$ cat src/rtl/rotating_shift_register.sv
// Circular DEPTH x WIDTH register file preset to an arithmetic sequence, with
// forward/backward rotation, serial shift-in, random-access write/read and rotation tracking.
module rotating_shift_register #(
    parameter  int WIDTH     = 8,
    parameter  int DEPTH     = 10,
    parameter  int INIT_BASE = 5,
    parameter  int INIT_STEP = 5,
    localparam int IW        = $clog2(DEPTH)
) (
    input  logic             clk,
    input  logic             reset,
    input  logic             en,
    input  logic [1:0]       mode,
    input  logic [WIDTH-1:0] ser_in,
    input  logic             wr_en,
    input  logic [IW-1:0]    wr_idx,
    input  logic [WIDTH-1:0] wr_data,
    input  logic [IW-1:0]    rd_idx,
    output logic [WIDTH-1:0] rd_data,
    output logic [WIDTH-1:0] head,
    output logic [WIDTH-1:0] tail,
    output logic [IW-1:0]    rot_pos,
    output logic             wrap
);

    localparam logic [1:0]    MODE_FWD = 2'b01;
    localparam logic [1:0]    MODE_BWD = 2'b10;
    localparam logic [1:0]    MODE_SHF = 2'b11;
    localparam logic [IW:0]   DEPTH_L  = (IW+1)'(DEPTH);
    localparam logic [IW-1:0] LAST     = IW'(DEPTH - 1);

    logic [WIDTH-1:0] data     [DEPTH];
    logic [WIDTH-1:0] data_nxt [DEPTH];
    logic [IW-1:0]    pos_nxt;
    logic             wrap_nxt;

    function automatic logic [WIDTH-1:0] init_val(input int i);
        return WIDTH'(INIT_BASE + i * INIT_STEP);
    endfunction

    always_comb begin
        data_nxt = data;
        pos_nxt  = rot_pos;
        wrap_nxt = 1'b0;
        if (en) begin
            case (mode)
                MODE_FWD: begin
                    data_nxt[0] = data[DEPTH-1];
                    for (int i = 1; i < DEPTH; i++) data_nxt[i] = data[i-1];
                    wrap_nxt = (rot_pos == LAST);
                    pos_nxt  = wrap_nxt ? '0 : rot_pos + 1'b1;
                end
                MODE_BWD: begin
                    data_nxt[DEPTH-1] = data[0];
                    for (int i = 0; i < DEPTH-1; i++) data_nxt[i] = data[i+1];
                    wrap_nxt = (rot_pos == '0);
                    pos_nxt  = wrap_nxt ? LAST : rot_pos - 1'b1;
                end
                MODE_SHF: begin
                    data_nxt[0] = ser_in;
                    for (int i = 1; i < DEPTH; i++) data_nxt[i] = data[i-1];
                end
                default: ;
            endcase
        end
        // The random-access write lands on the post-shift array and wins at its stage.
        if (wr_en && ({1'b0, wr_idx} < DEPTH_L)) data_nxt[wr_idx] = wr_data;
    end

    always_ff @(posedge clk) begin
        if (!reset) begin
            for (int i = 0; i < DEPTH; i++) data[i] <= init_val(i);
            rot_pos <= '0;
            wrap    <= 1'b0;
        end else begin
            data    <= data_nxt;
            rot_pos <= pos_nxt;
            wrap    <= wrap_nxt;
        end
    end

    assign rd_data = ({1'b0, rd_idx} < DEPTH_L) ? data[rd_idx] : '0;
    assign head    = data[0];
    assign tail    = data[DEPTH-1];

endmodule

$ cat config.mk
export PLATFORM = sky130hd
export DESIGN_NAME = rotating_shift_register
export DESIGN_NICKNAME = d
export VERILOG_FILES = /design/src/rtl/rotating_shift_register.sv
export SDC_FILE = /design/constraint.sdc
export NUM_CORES = 1
export LEC_CHECK = 0
export CAP_MARGIN = 20
export CORE_MARGIN = 1.5
export CORE_UTILIZATION = 55
export CTS_BUF_LIST = sky130_fd_sc_hd__clkbuf_4 sky130_fd_sc_hd__clkbuf_8 sky130_fd_sc_hd__clkbuf_16
export DETAILED_ROUTE_END_ITERATION = 8
export GPL_TIMING_DRIVEN = 0
export PLACE_DENSITY_LB_ADDON = 0.1
export SYNTH_ARGS = -nofsm -noshare
export SYNTH_HDL_FRONTEND = slang
export SYNTH_SLANG_ARGS = --single-unit
$ cat constraint.sdc
create_clock -name clk -period 4.67 [get_ports clk]
set_clock_uncertainty 0.15 [all_clocks]
set_input_delay 1.401 -clock clk [delete_from_list [all_inputs] [get_ports clk]]
set_output_delay 1.401 -clock clk [all_outputs]
set_load 0.02 [all_outputs]
==> flow_metrics.tcl <==
set metrics [dict create \
    switching_share_pct 32.0 \
    dieArea_sq_mm 0.0108 \
    totalPowerFinal_mw 2.11 \
    place_ws_ns -0.580 \
    cts_made_buffers 9 \
    boundaryPins 59 \
    mostFrequentLayoutCells "nand2_1 (98), dfxtp_1 (85), nor2_1 (53)" \
    syn_area_per_cell_sq_um 8.52 \
    use_met3_pct 9.65 \
    wl_per_cell_um 26.4 \
    wirelength_mm 22.5 \
    critPathLaunchType "input port" \
    final_util_pct 66.3 \
    first_iter_violations 717 \
    die_h_um 104 \
    ys_warn_count 0 \
    drtPass1Iterations 6 \
    nNetsFinal 747 \
    grt_max_degree 15 \
    p_leak_nw 2.34 \
    whs_ns 0.398 \
    layout_commonest_cell "nand2_1" \
    fin_crit_sh_pct 100 \
    finalSetupViolations 1 \
    crit_type "in -> out" \
    run_status "finished, violations left" \
    synth_nets 692 \
    busiest_layer "met2" \
    fin_tns_setup_ns -0.0173 \
    ys_types 50 \
    diodes 0 \
    violations "setup timing" \
    cp_max_fo 10 \
    hold_violations 0 \
    syn_area_sq_mm 0.00561 \
    globalplace.congestion 1.03 \
    sequentialPowerShare_pct 41.8 \
    synthFlopType "dfxtp_1" \
    p_int_mw 1.43 \
    tightest_slew_ns 0.958 \
    cp-end-kind "output port" \
    num_vias 6104 \
    portBuffers 45 \
    postRouteAntennaNets 0 \
    fin_ws_ns -0.0173 \
    cts_tree "built" \
    coreArea_sq_mm 0.00982 \
    met1_usage_pct 54.5 \
    vias_per_cell 7.17 \
    peakVddDrop_mv 0.192 \
    clock_sinks 85 \
    grt_pass1_vias 5776 \
    drive_gt1_share_pct 15.6 \
    grt_first_pass_wirelength_mm 33.9 \
    clockPowerShare_pct 34.3 \
    grt_usage_pct 41.3 \
    arrival_ns 3.14 \
    overflow 0 \
    fin_crit_ns 4.69 \
    synth_edf_count 0 \
    clk_pin_slew_worst_paths_ns 0.08 \
    cts_hold_buf 0 \
    cap_viol_max_count 0 \
    clk_path_buf_depth 2 \
    crit_required_ns 3.12 \
    synthCells 658 \
    maxSlewViolCount 0 \
    power.density_mw_per_mm2 324 \
    hp-class "reg -> reg" \
    relSlewSlack_pct 35.9 \
    area_growth_pct 16.2 \
    grt_antenna_before_repair 0 \
    fp.dieW_um 104 \
    htree_levels 3 \
    clock_latency_ns 0.38 \
    hpwl_mm 16.0 \
    use_met2_pct 63.1 \
    rows 36 \
    seq_area_frac_synth_pct 30.3 \
    synthArstFlopShare_pct 0 \
    initial_utilization_pct 57.1 \
    fill_cells 852 \
    ys_ff_latch 85 \
    combPwrFrac_pct 23.9 \
    cts_root_buf "clkbuf_8" \
    max_freq_mhz 213 \
    drc_errors 0 \
    p_switching_uw 676 \
]
[what timing repair did]
item,in CTS,in global routing
setup endpoints to repair,8,8
setup buffers,0,0
resized for setup,15,7
[final timing paths]
kind	from	to	slack, ns	cells past startpoint
worst max-delay path	rd_idx[1]	rd_data[4]	-0.02	6
worst min-delay path	rot_pos[1]	rot_pos[1]	0.40	2
worst max register to register	rot_pos[0]	rot_pos[1]	3.02	5
worst min register to register	rot_pos[1]	rot_pos[1]	0.40	2
[Yosys cell counts, types with 2 or more instances]
cell	instances	share of area [%]
buf_4	20	2.7
or2_1	2	0.22
o22ai_1	7	0.78
a221o_1	33	5.9
buf_6	7	1.4
nand2_1	99	6.6
ha_1	4	0.89
a221oi_1	29	4.5
buf_2	28	2.5
clkbuf_1	32	2.1
a221oi_2	10	2.7
o311ai_1	27	4.2
a31oi_1	2	0.22
mux2_2	8	1.6
and2_1	5	0.56
dfxtp_1	85	30
o21ai_0	4	0.36
or3_1	12	1.3
nand4b_1	2	0.31
nand2b_1	8	0.89
a21boi_1	52	7.0
nor2b_1	4	0.45
o211ai_1	41	5.5
o21ai_1	8	0.71
nand3_1	10	0.89
a21oi_1	10	0.89
nor2_1	54	3.6
a22oi_1	8	1.1
mux4_2	9	3.6
mux2i_1	15	2.7
inv_1	4	0.27
[worst max-delay path: stages]
cell and delay [ns]:
clkdlybuf4s15_1 0.28, buf_6 0.19, mux4_2 0.53, nor2_1 0.24, o22ai_1 0.15, dlygate4sd2_1 0.34
[stage by stage]
stage / area, sq um / cells
2_1_floorplan: 5610 / 658
3_3_place_gp: 6220 / 836
3_5_place_dp: 6220 / 836
4_1_cts: 6500 / 851
5_1_grt: 6510 / 851
6_report: 6510 / 851
[cell type report]
type / count / area (sq um) / share of cell area, %
repair buffers: 45 / 447 / 6.86
clock inverters: 6 / 134 / 2.06
multi-input cells: 480 / 3410 / 52.3
clock buffers: 10 / 138 / 2.11
flip-flops and latches: 85 / 1700 / 26.1
well taps: 133 / 166 / 2.55
inverters: 5 / 18.8 / 0.288
plain buffers: 87 / 500 / 7.68
[logic make-up (layout without fill, tap and decap cells)]
logic type               after synthesis  count (layout)  synth area share (%)
AO/OA/AOI/OAI                        235             235                  34.5
AND/OR/NAND/NOR                      208             208                  17.1
buffers and inverters                 93             153                  9.13
flip-flops                            85              85                  30.3
multiplexers                          32              32                  7.90
adder cells (fa/ha/maj)                4               4                 0.892
XOR/XNOR                               1               1                 0.156
[flip-flops by register name (all words and copies together) (netlist names)]
signal	count
tail	8
data	64
rot_pos	4
wrap	1
head	8
[metal layers]
layer	wire length (um)	part of all wire (%)
met5	0	0
met4	1060	4.7
met3	2760	12
met2	10100	45
met1	8540	38
[power by group through the flow]
stage               combinational, mW  sequential [mW]  clock, mW
floorplan                       0.337            0.853          0
global placement                0.481            0.890          0
detailed placement              0.491            0.890          0
CTS                             0.490            0.874      0.714
global route                    0.533            0.883      0.746
finish                          0.504            0.883      0.723
No activity file was read; power rests on OpenSTA's default activity.
